File: src/rtl/line_pkg.sv
// Shared types, state encodings and helpers for the line pixel writer.
package line_pkg;

    localparam int unsigned COORD_W         = 16;
    localparam int unsigned COUNT_W         = COORD_W + 1;
    localparam int unsigned BYTES_PER_PIXEL = 4;
    localparam int unsigned BYTE_SHIFT      = $clog2(BYTES_PER_PIXEL);
    localparam int unsigned STATE_W         = 3;

    typedef logic [COORD_W-1:0] coord_t;
    typedef logic [COUNT_W-1:0] count_t;
    typedef logic [STATE_W-1:0] state_t;

    localparam logic [STATE_W-1:0] IDLE   = 3'd0;
    localparam logic [STATE_W-1:0] CALC   = 3'd1;
    localparam logic [STATE_W-1:0] SETTLE = 3'd2;
    localparam logic [STATE_W-1:0] SAMPLE = 3'd3;
    localparam logic [STATE_W-1:0] WRITE  = 3'd4;
    localparam logic [STATE_W-1:0] NEXT   = 3'd5;
    localparam logic [STATE_W-1:0] DONE   = 3'd6;

    // Latched line command handed to the rasteriser.
    typedef struct packed {
        coord_t x1;
        coord_t y1;
        coord_t x2;
        coord_t y2;
    } line_cmd_t;

    // |b - a| using one extra bit so the full 16-bit range cannot overflow.
    function automatic count_t abs_diff(input coord_t a, input coord_t b);
        logic signed [COORD_W:0] d;
        d = $signed({1'b0, b}) - $signed({1'b0, a});
        return d[COORD_W] ? count_t'(-d) : count_t'(d);
    endfunction

    // Number of pixels the rasteriser emits for a line: max(|dx|,|dy|)+1.
    function automatic count_t line_count(input coord_t x1, input coord_t y1,
                                          input coord_t x2, input coord_t y2);
        count_t ax;
        count_t ay;
        ax = abs_diff(x1, x2);
        ay = abs_diff(y1, y2);
        return ((ax > ay) ? ax : ay) + count_t'(1);
    endfunction

endpackage

File: src/rtl/fb_addr_calc.sv
// Framebuffer byte address: base + ((y*SCREEN_W + x) << log2(bytes per pixel)).
// Arithmetic is carried out modulo 2^ADDR_W, so the result wraps naturally.
module fb_addr_calc
    import line_pkg::*;
#(
    parameter int unsigned SCREEN_W = 640,
    parameter int unsigned ADDR_W   = 32
) (
    input  logic [ADDR_W-1:0]  base,
    input  logic [COORD_W-1:0] x,
    input  logic [COORD_W-1:0] y,
    output logic [ADDR_W-1:0]  addr_c
);

    localparam logic [31:0] SW_BITS = 32'(SCREEN_W);

    logic [ADDR_W-1:0] lin;

    // Constant multiply by SCREEN_W as a shift-and-add over its set bits.
    always_comb begin
        lin = '0;
        for (int i = 0; i < 32; i++) begin
            if (SW_BITS[i]) begin
                lin = lin + (ADDR_W'(y) << i);
            end
        end
        lin    = lin + ADDR_W'(x);
        addr_c = base + (lin << BYTE_SHIFT);
    end

endmodule

File: src/rtl/line_pixel_writer.sv
// Drives the line rasteriser and writes each returned pixel to the framebuffer.
// Define LINE_CLIP_EN to drop pixels outside SCREEN_W x SCREEN_H.
module line_pixel_writer
    import line_pkg::*;
#(
    parameter int unsigned SCREEN_W = 640,
    parameter int unsigned SCREEN_H = 480,
    parameter int unsigned ADDR_W   = 32,
    parameter int unsigned COLOR_W  = 32
) (
    input  logic               clk,
    input  logic               reset,
    input  logic               start,
    input  logic [COORD_W-1:0] x1,
    input  logic [COORD_W-1:0] y1,
    input  logic [COORD_W-1:0] x2,
    input  logic [COORD_W-1:0] y2,
    input  logic [COLOR_W-1:0] color,
    input  logic [ADDR_W-1:0]  fb_base,
    output logic               busy,
    output logic               done,
    output logic               calculate,
    output logic               get_pixel,
    output logic [COORD_W-1:0] ras_x1,
    output logic [COORD_W-1:0] ras_y1,
    output logic [COORD_W-1:0] ras_x2,
    output logic [COORD_W-1:0] ras_y2,
    input  logic [COORD_W-1:0] px,
    input  logic [COORD_W-1:0] py,
    output logic               mem_write,
    output logic [ADDR_W-1:0]  mem_address,
    output logic [COLOR_W-1:0] mem_writedata,
    input  logic               mem_waitrequest
);

`ifdef LINE_CLIP_EN
    localparam bit CLIP_EN = 1'b1;
`else
    localparam bit CLIP_EN = 1'b0;
`endif

    state_t             state_q, state_d;
    line_cmd_t          cmd_q, cmd_d;
    logic [COLOR_W-1:0] color_q, color_d;
    logic [ADDR_W-1:0]  base_q, base_d;
    count_t             count_q, count_d;
    logic               busy_q, busy_d;
    logic               done_q, done_d;
    logic               calc_q, calc_d;
    logic               gp_q, gp_d;
    logic               mem_write_q, mem_write_d;
    logic [ADDR_W-1:0]  mem_address_q, mem_address_d;
    logic [COLOR_W-1:0] mem_writedata_q, mem_writedata_d;

    logic [ADDR_W-1:0]  pix_addr_c;
    logic               on_screen_c;
    logic               pix_visible_c;

    fb_addr_calc #(
        .SCREEN_W (SCREEN_W),
        .ADDR_W   (ADDR_W)
    ) u_addr (
        .base   (base_q),
        .x      (px),
        .y      (py),
        .addr_c (pix_addr_c)
    );

    // Without clipping every pixel is written and the address simply wraps.
    always_comb begin
        on_screen_c   = (32'(px) < SCREEN_W) && (32'(py) < SCREEN_H);
        pix_visible_c = !CLIP_EN || on_screen_c;
    end

    // Next-state, datapath and registered-output decode.
    always_comb begin
        state_d         = state_q;
        cmd_d           = cmd_q;
        color_d         = color_q;
        base_d          = base_q;
        count_d         = count_q;
        mem_address_d   = mem_address_q;
        mem_writedata_d = mem_writedata_q;

        case (state_q)
            IDLE: begin
                if (start) begin
                    cmd_d   = '{x1: x1, y1: y1, x2: x2, y2: y2};
                    color_d = color;
                    base_d  = fb_base;
                    count_d = line_count(x1, y1, x2, y2);
                    state_d = CALC;
                end
            end
            CALC:   state_d = SETTLE;
            SETTLE: state_d = SAMPLE;
            SAMPLE: begin
                if (pix_visible_c) begin
                    mem_address_d   = pix_addr_c;
                    mem_writedata_d = color_q;
                    state_d         = WRITE;
                end else begin
                    state_d = NEXT;
                end
            end
            WRITE: begin
                if (!mem_waitrequest) begin
                    state_d = NEXT;
                end
            end
            NEXT: begin
                count_d = count_q - count_t'(1);
                state_d = (count_q == count_t'(1)) ? DONE : SETTLE;
            end
            DONE:    state_d = IDLE;
            default: state_d = IDLE;
        endcase

        // Outputs are decoded from the upcoming state so they line up with it.
        busy_d      = (state_d != IDLE);
        done_d      = (state_d == DONE);
        calc_d      = (state_d == CALC);
        gp_d        = (state_q == NEXT) && (state_d == SETTLE);
        mem_write_d = (state_d == WRITE);
    end

    always_ff @(posedge clk or negedge reset) begin
        if (!reset) begin
            state_q         <= IDLE;
            cmd_q           <= '0;
            color_q         <= '0;
            base_q          <= '0;
            count_q         <= '0;
            busy_q          <= 1'b0;
            done_q          <= 1'b0;
            calc_q          <= 1'b0;
            gp_q            <= 1'b0;
            mem_write_q     <= 1'b0;
            mem_address_q   <= '0;
            mem_writedata_q <= '0;
        end else begin
            state_q         <= state_d;
            cmd_q           <= cmd_d;
            color_q         <= color_d;
            base_q          <= base_d;
            count_q         <= count_d;
            busy_q          <= busy_d;
            done_q          <= done_d;
            calc_q          <= calc_d;
            gp_q            <= gp_d;
            mem_write_q     <= mem_write_d;
            mem_address_q   <= mem_address_d;
            mem_writedata_q <= mem_writedata_d;
        end
    end

    assign busy          = busy_q;
    assign done          = done_q;
    assign calculate     = calc_q;
    assign get_pixel     = gp_q;
    assign mem_write     = mem_write_q;
    assign mem_address   = mem_address_q;
    assign mem_writedata = mem_writedata_q;
    assign ras_x1        = cmd_q.x1;
    assign ras_y1        = cmd_q.y1;
    assign ras_x2        = cmd_q.x2;
    assign ras_y2        = cmd_q.y2;

endmodule

File: config.mk
export PLATFORM = sky130hd
export DESIGN_NAME = line_pixel_writer
export DESIGN_NICKNAME = d
export VERILOG_FILES = /design/src/rtl/line_pkg.sv /design/src/rtl/fb_addr_calc.sv /design/src/rtl/line_pixel_writer.sv
export SDC_FILE = /design/constraint.sdc
export NUM_CORES = 1
export LEC_CHECK = 0
export ABC_AREA = 1
export CORE_MARGIN = 3
export CORE_UTILIZATION = 50
export CTS_CLUSTER_DIAMETER = 50
export DETAILED_ROUTE_END_ITERATION = 6
export PLACE_DENSITY = 0.82
export SYNTH_ARGS = -nofsm -noshare
export SYNTH_HDL_FRONTEND = slang
export SYNTH_SLANG_ARGS = --single-unit
File: constraint.sdc
create_clock -name clk -period 5.5 [get_ports clk]
set_input_delay 1.1 -clock clk [delete_from_list [all_inputs] [get_ports clk]]
set_output_delay 1.1 -clock clk [all_outputs]
set_load 0.05 [all_outputs]
Yosys cells after proc, flatten, opt, wreduce, memory -nomap -nowiden
Index checks and enable logic that the tools add are counted.
- word-level logic and storage cells: 51
- output and inout bits: 133
- bits in latches: 0
- memory bits (writable): 0
- input port bits: 164
- flip-flop bits (word level): 217
- bits in read-only memories: 0
- memories kept: 0
- reduce and logical (&&, ||, !) cells: 6
- order comparisons: 1
- div/mod/pow operators: 0
- shift operators: 0
- multipliers: 0
- bitwise gates (word level): 0
- eq/ne operators: 11
- $add $sub $neg: 9
- mux-type cells: 9
- operators by type and width (kind ; count):
    $mux W17 ; 4
    $neg A17 Y17 ; 2
    $pmux W17 S2 ; 1
    $sub A16 B16 Y17 ; 2
    $add A32 B29 Y32 ; 1
    $add A26 B16 Y27 ; 1
    $add A23 B25 Y26 ; 1
    $pmux W3 S6 ; 1
    $add A17 B1 Y17 const B ; 1
    $eq A17 B1 Y1 const B ; 1
    $gt A17 B17 Y1 ; 1
    $sub A17 B1 Y17 const B ; 1
    $eq A3 B3 Y1 const B ; 4
    $eq A3 B2 Y1 const B ; 3
    $mux W3 ; 3
    $eq A3 B1 Y1 const B ; 2
    $reduce_and A2 Y1 ; 2
    $logic_not A3 Y1 ; 1
    $reduce_bool A3 Y1 ; 1
    $ne A2 B2 Y1 const B ; 1
    $reduce_bool A2 Y1 ; 1
    $logic_and A1 B1 Y1 ; 1

Longest topological paths before layout
- word-level depth: 8
- gate-level depth with buffers: 43
- gate-level depth less buffers: 42

Hierarchy
From an unflattened synthesis, not the netlist that was laid out.
- cells, all modules: 2219
- area, all modules: 15650.0 µm²
- modules (own cells, without submodules) (module ; sequential area each (µm²) ; instances ; area an instance (µm²) ; cells each):
    line_pixel_writer ; 5430.2 ; 1 ; 12364.4 ; 1611
    fb_addr_calc ; 0.0 ; 1 ; 3285.7 ; 608

Least setup slack after synthesis
Ideal clock, no wire load.
- kind: input -> register
- from: in x2[0]
- to: reg count_q[16]
- stages: 36
- buffers on the path: 2
- data arrival time: 5248 ps
- data required time: 5434 ps
- setup slack: 186 ps
- library setup time: 66 ps
- cells stage by stage: inv_1 -> ha_1 -> inv_1 -> fa_1 -> nand3_1 -> nand2_2 -> nand2_2 -> nand2_2 -> a21oi_2 -> inv_2 -> a21oi_4 -> clkbuf_1 -> nand2_1 -> xnor2_1 -> inv_1 -> ha_1 -> nand2_1 -> nor4_1 -> nand4_1 -> nor2_1 -> nand3_2 -> nand2_4 -> buf_6 -> o21ai_2 -> inv_2 -> ha_1 -> nand3_1 -> nor2_2 -> inv_2 -> nor2_4 -> nand2_1 -> nand2_1 -> nand2_1 -> nand2_1 -> nand2_1 -> nand2_1
- word-level cells in the longest chain between the ends: 8
- ends and longest elaborated chain (element ; RTL line ; source):
    from (decl) ; line_pixel_writer.sv:16 ; input logic [COORD_W-1:0] x2,
    $sub A16 B16 Y17 * ; line_pkg.sv:33 ; d = $signed({1'b0, b}) - $signed({1'b0, a});
    $neg A17 Y17 ; line_pkg.sv:34 ; return d[COORD_W] ? count_t'(-d) : count_t'(d);
    $mux W17 * ; line_pkg.sv:34 ;
    $gt A17 B17 Y1 ; line_pkg.sv:44 ; return ((ax > ay) ? ax : ay) + count_t'(1);
    $mux W17 * ; line_pkg.sv:44 ;
    $add A17 B1 Y17 * ; line_pkg.sv:44 ;
    $mux W17 * ; line_pixel_writer.sv:87 ; if (start) begin
    $pmux W17 S2 * ; line_pixel_writer.sv:85 ; case (state_q)
    to (signal assigned) ; line_pixel_writer.sv:146 ; count_q <= count_d;
    to (decl) ; line_pixel_writer.sv:46 ; count_t count_q, count_d;
Mark *: on every way between the ends. The rest lies on a longest branch, timed or not. The select of a mux whose other input is x is not followed.
A chain may end at the register's enable or synchronous reset.

Worst setup path in the final report
- from: in y1[6]
- to: reg count_q[14]
- word-level cells in the longest chain between the ends: 8
- ends and longest elaborated chain (element ; RTL line ; source):
    from (decl) ; line_pixel_writer.sv:15 ; input logic [COORD_W-1:0] y1,
    $sub A16 B16 Y17 * ; line_pkg.sv:33 ;
    $neg A17 Y17 ; line_pkg.sv:34 ;
    $mux W17 * ; line_pkg.sv:34 ;
    $gt A17 B17 Y1 ; line_pkg.sv:44 ;
    $mux W17 * ; line_pkg.sv:44 ;
    $add A17 B1 Y17 * ; line_pkg.sv:44 ;
    $mux W17 * ; line_pixel_writer.sv:87 ;
    $pmux W17 S2 * ; line_pixel_writer.sv:85 ;
Marks and branches as above.

==> impl_metrics.csv <==
group,metric,value,unit
logic_synthesis,async_reset_ff_share,100,%
placement,dp.cells,2819,
placement,port_buffers,296,
timing,clock-skew-final,0.0115,ns
cells_and_area,final-seq-area,5430,sq um
timing,finalHoldViolations,0,
logic_synthesis,syn-cell-area,14500,sq um
global_route,grt_pass1_vias,15000,
logic_synthesis,ys_seq_elements,217,
logic_synthesis,synth_top_area_share,37.6,%
global_route,antenna_found_initial,4,
routing,drt_iter0_drc,1012,
cells_and_area,fill_cells,2103,
logic_synthesis,ys_top_cells_by_area,"dfrtp_1 (38%), nand2_1 (20%), ha_1 (9.0%)",
logic_synthesis,ys_warn_count,0,
pwr,peakVddDrop,0.395,mV
routing,wl_per_cell,15.5,microns
global_route,use_met3,4.75,%
logic_synthesis,syn_inst,2008,
pwr,power_density,584,nW/um^2
cells_and_area,final_cells,2896,
pwr,p_int,0.00627,W
critical_path,cp-start-kind,"input port",
critical_path,critical_path_class,"in2reg",
clock_network,cts.sinks,217,
routing,vias,15000,
critical_path,cpMostUsedCell,"nand2_1",
logic_synthesis,synth_cell_types,47,
floorplanning,core-area,28200,sq um
logic_synthesis,synthFlopType,"dfrtp_1",
cells_and_area,fin_area,20900,sq um
clock_network,path_clk_slew,0.06,ns
global_route,grt_util_met2,49.7,%
clock_network,numCtsBuffers,27,
timing,rsz0062_at_grt,"yes",
floorplanning,rows,61,
placement,placed_area,19100,sq um
clock_network,h-tree-depth,1,
logic_synthesis,synth_edf_count,0,
pwr,leakage,10.8,nW
global_route,grt.met1_usage,32.8,%
critical_path,critPathArrivalTime,5.69,ns
placement,gp_congestion,0.919,
floorplanning,die_x,176,microns
timing,tightest_slew,0.840,ns
pwr,sw_frac_of_total,48.7,%
critical_path,slowest_delay,0.47,ns
logic_synthesis,synth_top_family_by_area,"simple AND/OR/NAND/NOR gates",
global_route,top_usage_layer,"met2",
global_route,grtUsageTotal,27.9,%
critical_path,cp.required,5.93,ns
floorplanning,die-height,176,microns
hold_path,holdCritPathClass,"reg2reg",
floorplanning,ios,297,
job,cap_violations,0,
logic_synthesis,synth_mux_area_share,0,%
routing,vias_per_cell,5.18,
status,status,"finished with violations",
routing,drc,1,
timing,min_period_over_period,95.5,%
timing,setup_viol,0,
floorplanning,die_area,31000,sq um
routing,wirelength,45.0,mm
placement,dp_hpwl,33.3,mm
routing,firstDrtPassIters,7,
global_route,grt_pass1_wl,71.6,mm
timing,fmax,190,MHz
critical_path,end_kind,"register",
logic_synthesis,synth_top_area_cell,"dfrtp_1",
critical_path,cp_max_fo,5,
global_route,grt_max_degree,101,
logic_synthesis,synth-simple-area-share,31.3,%
critical_path,slowest_stage,"clkdlybuf4s50_1",
timing,slew-limit-headroom,44.0,%
status,failed_checks,"design-rule violations",
cells_and_area,layout_common_cells,"nand2_1 (765), clkdlybuf4s50_1 (291), inv_1 (217), dfrtp_1 (217), buf_4 (203)",
timing,whs,0.472,ns
critical_path,regToRegSetupSlack,1.89,ns
logic_synthesis,seq_area_frac_synth,37.6,%
logic_synthesis,synth_compound_area_share,8.95,%
clock_network,clk_latency,0.55,ns
cells_and_area,multiInputGateArea,8490,sq um
routing,drtAntennaViolNets,0,
cells_and_area,syn_to_final_growth,44.7,%
pwr,seqPwrFrac,22.9,%
timing,fin_crit,5.25,ns
cells_and_area,drive_gt1_share,17.9,%
logic_synthesis,synthAdderAreaFrac,10.5,%
global_route,overflow,0,
timing,drv_slew,0,
logic_synthesis,syn_area_per_cell,7.20,sq um
cells_and_area,fin_nets,2773,
clock_network,cts_root_buf,"clkbuf_16",
clock_network,cts_tree,"built",
pwr,power.share.combinational,61.6,%
pwr,pwr-share-clk,15.4,%
floorplanning,start_util,51.3,%
pwr,p_switching,0.00596,W
logic_synthesis,synth_nets,2287,
cells_and_area,final_common_cell,"nand2_1",
logic_synthesis,synth_xor_area_share,3.81,%
clock_network,cts_buffer_depth,3,
-- layout make-up --
class                      count  area share [%]
antenna                        4          0.0479
clock buffer                  32            3.42
clock inverter                17            1.15
inverter                     244            4.39
multi-input combinational   1496            40.6
sequential                   217            26.0
tap                          378            2.26
timing repair buffer         508            22.2
-- stage by stage --
| stage | worst slack, ns | power (W) | util [%] | TNS, ns |
|---|---|---|---|---|
| 2_1_floorplan | 0.186 | 0.00740 | - | 0 |
| 3_3_place_gp | -0.381 | 0.00971 | 67.9 | -4.44 |
| 3_5_place_dp | -0.521 | 0.00992 | 67.9 | -7.11 |
| 4_1_cts | 0.0441 | 0.0119 | 71.3 | 0 |
| 5_1_grt | -0.124 | 0.0131 | 74.3 | -0.808 |
| 6_report | 0.246 | 0.0122 | 74.3 | 0 |
-- path summary, 6_finish.rpt --
| check | start | to | depth (start not counted) |
|---|---|---|---|
| worst max register to register | base_q[2] | mem_address[28] | 21 |
| max in group asynchronous | reset | ras_x1[0] | 2 |
| min in group asynchronous | reset | mem_writedata[17] | 1 |
| worst max-delay path | y1[6] | count_q[14] | 35 |
| worst min-delay path | color_q[1] | color_q[1] | 2 |
| worst min register to register | color_q[1] | color_q[1] | 2 |
-- per-layer routing --
layer	vias to the layer above	wire, microns
met5	-	0
met4	0	2030
met3	117	2930
met2	518	22500
met1	7048	17600
li1	7327	-
-- critical path, delay by kind of cell --
family | cells | cell delay [ns]
AND/OR/NAND/NOR | 21 | 2.12
buffers and inverters | 10 | 1.55
adder cells (fa/ha/maj) | 2 | 0.63
AO/OA/AOI/OAI | 2 | 0.29
-- sequential cells by signal, indices dropped and copies added (netlist names) --
| register | cells |
|---|---|
| get_pixel | 1 |
| mem_writedata | 32 |
| done | 1 |
| count_q | 17 |
| mem_address | 32 |
| ras_y1 | 16 |
| busy | 1 |
| calculate | 1 |
| color_q | 32 |
| base_q | 32 |
| state_q | 3 |
| ras_x1 | 16 |
| ras_y2 | 16 |
| mem_write | 1 |
| ras_x2 | 16 |
-- power by group through the flow --
stage	clock, W	combinational, W	sequential [W]
floorplan	0	0.00314	0.00426
global placement	0	0.00694	0.00277
detailed placement	0	0.00712	0.00280
CTS	0.00192	0.00717	0.00280
global route	0.00199	0.00824	0.00289
finish	0.00189	0.00753	0.00280
-- cell usage after synthesis, types with 3 or more instances --
cell,instances
a21boi_0,4
a21o_1,4
a21oi_1,86
a21oi_2,7
a31oi_1,8
buf_1,6
buf_2,3
clkbuf_1,39
dfrtp_1,217
fa_1,11
ha_1,104
inv_1,230
inv_2,13
nand2_1,781
nand2_2,32
nand3_1,94
nand3b_1,10
nand4_1,20
nor2_1,97
nor2_2,14
nor2_4,5
nor3_1,10
nor4_1,6
o211ai_1,3
o21a_1,3
o21ai_0,94
o21ai_1,5
o31ai_1,7
or2_2,11
xnor2_1,19
xor2_1,42
-- cells by family (layout without fill, tap and decap cells) --
family | Yosys count | count (layout)
flip-flops | 217 | 217
XOR/XNOR | 62 | 62
AND/OR/NAND/NOR | 1087 | 1087
adder cells (fa/ha/maj) | 115 | 115
buffers and inverters | 295 | 801
other | 0 | 4
AO/OA/AOI/OAI | 232 | 232
-- what timing repair did --
| action | 4_1_cts | 5_1_grt |
|---|---|---|
| endpoints found under the hold margin | 0 | 0 |
| hold buffers | 0 | 0 |
| setup buffers | 0 | 23 |
| endpoints found under the setup margin | 0 | 18 |
| resized for setup | 0 | 139 |
(Power assumes the default switching activity.)
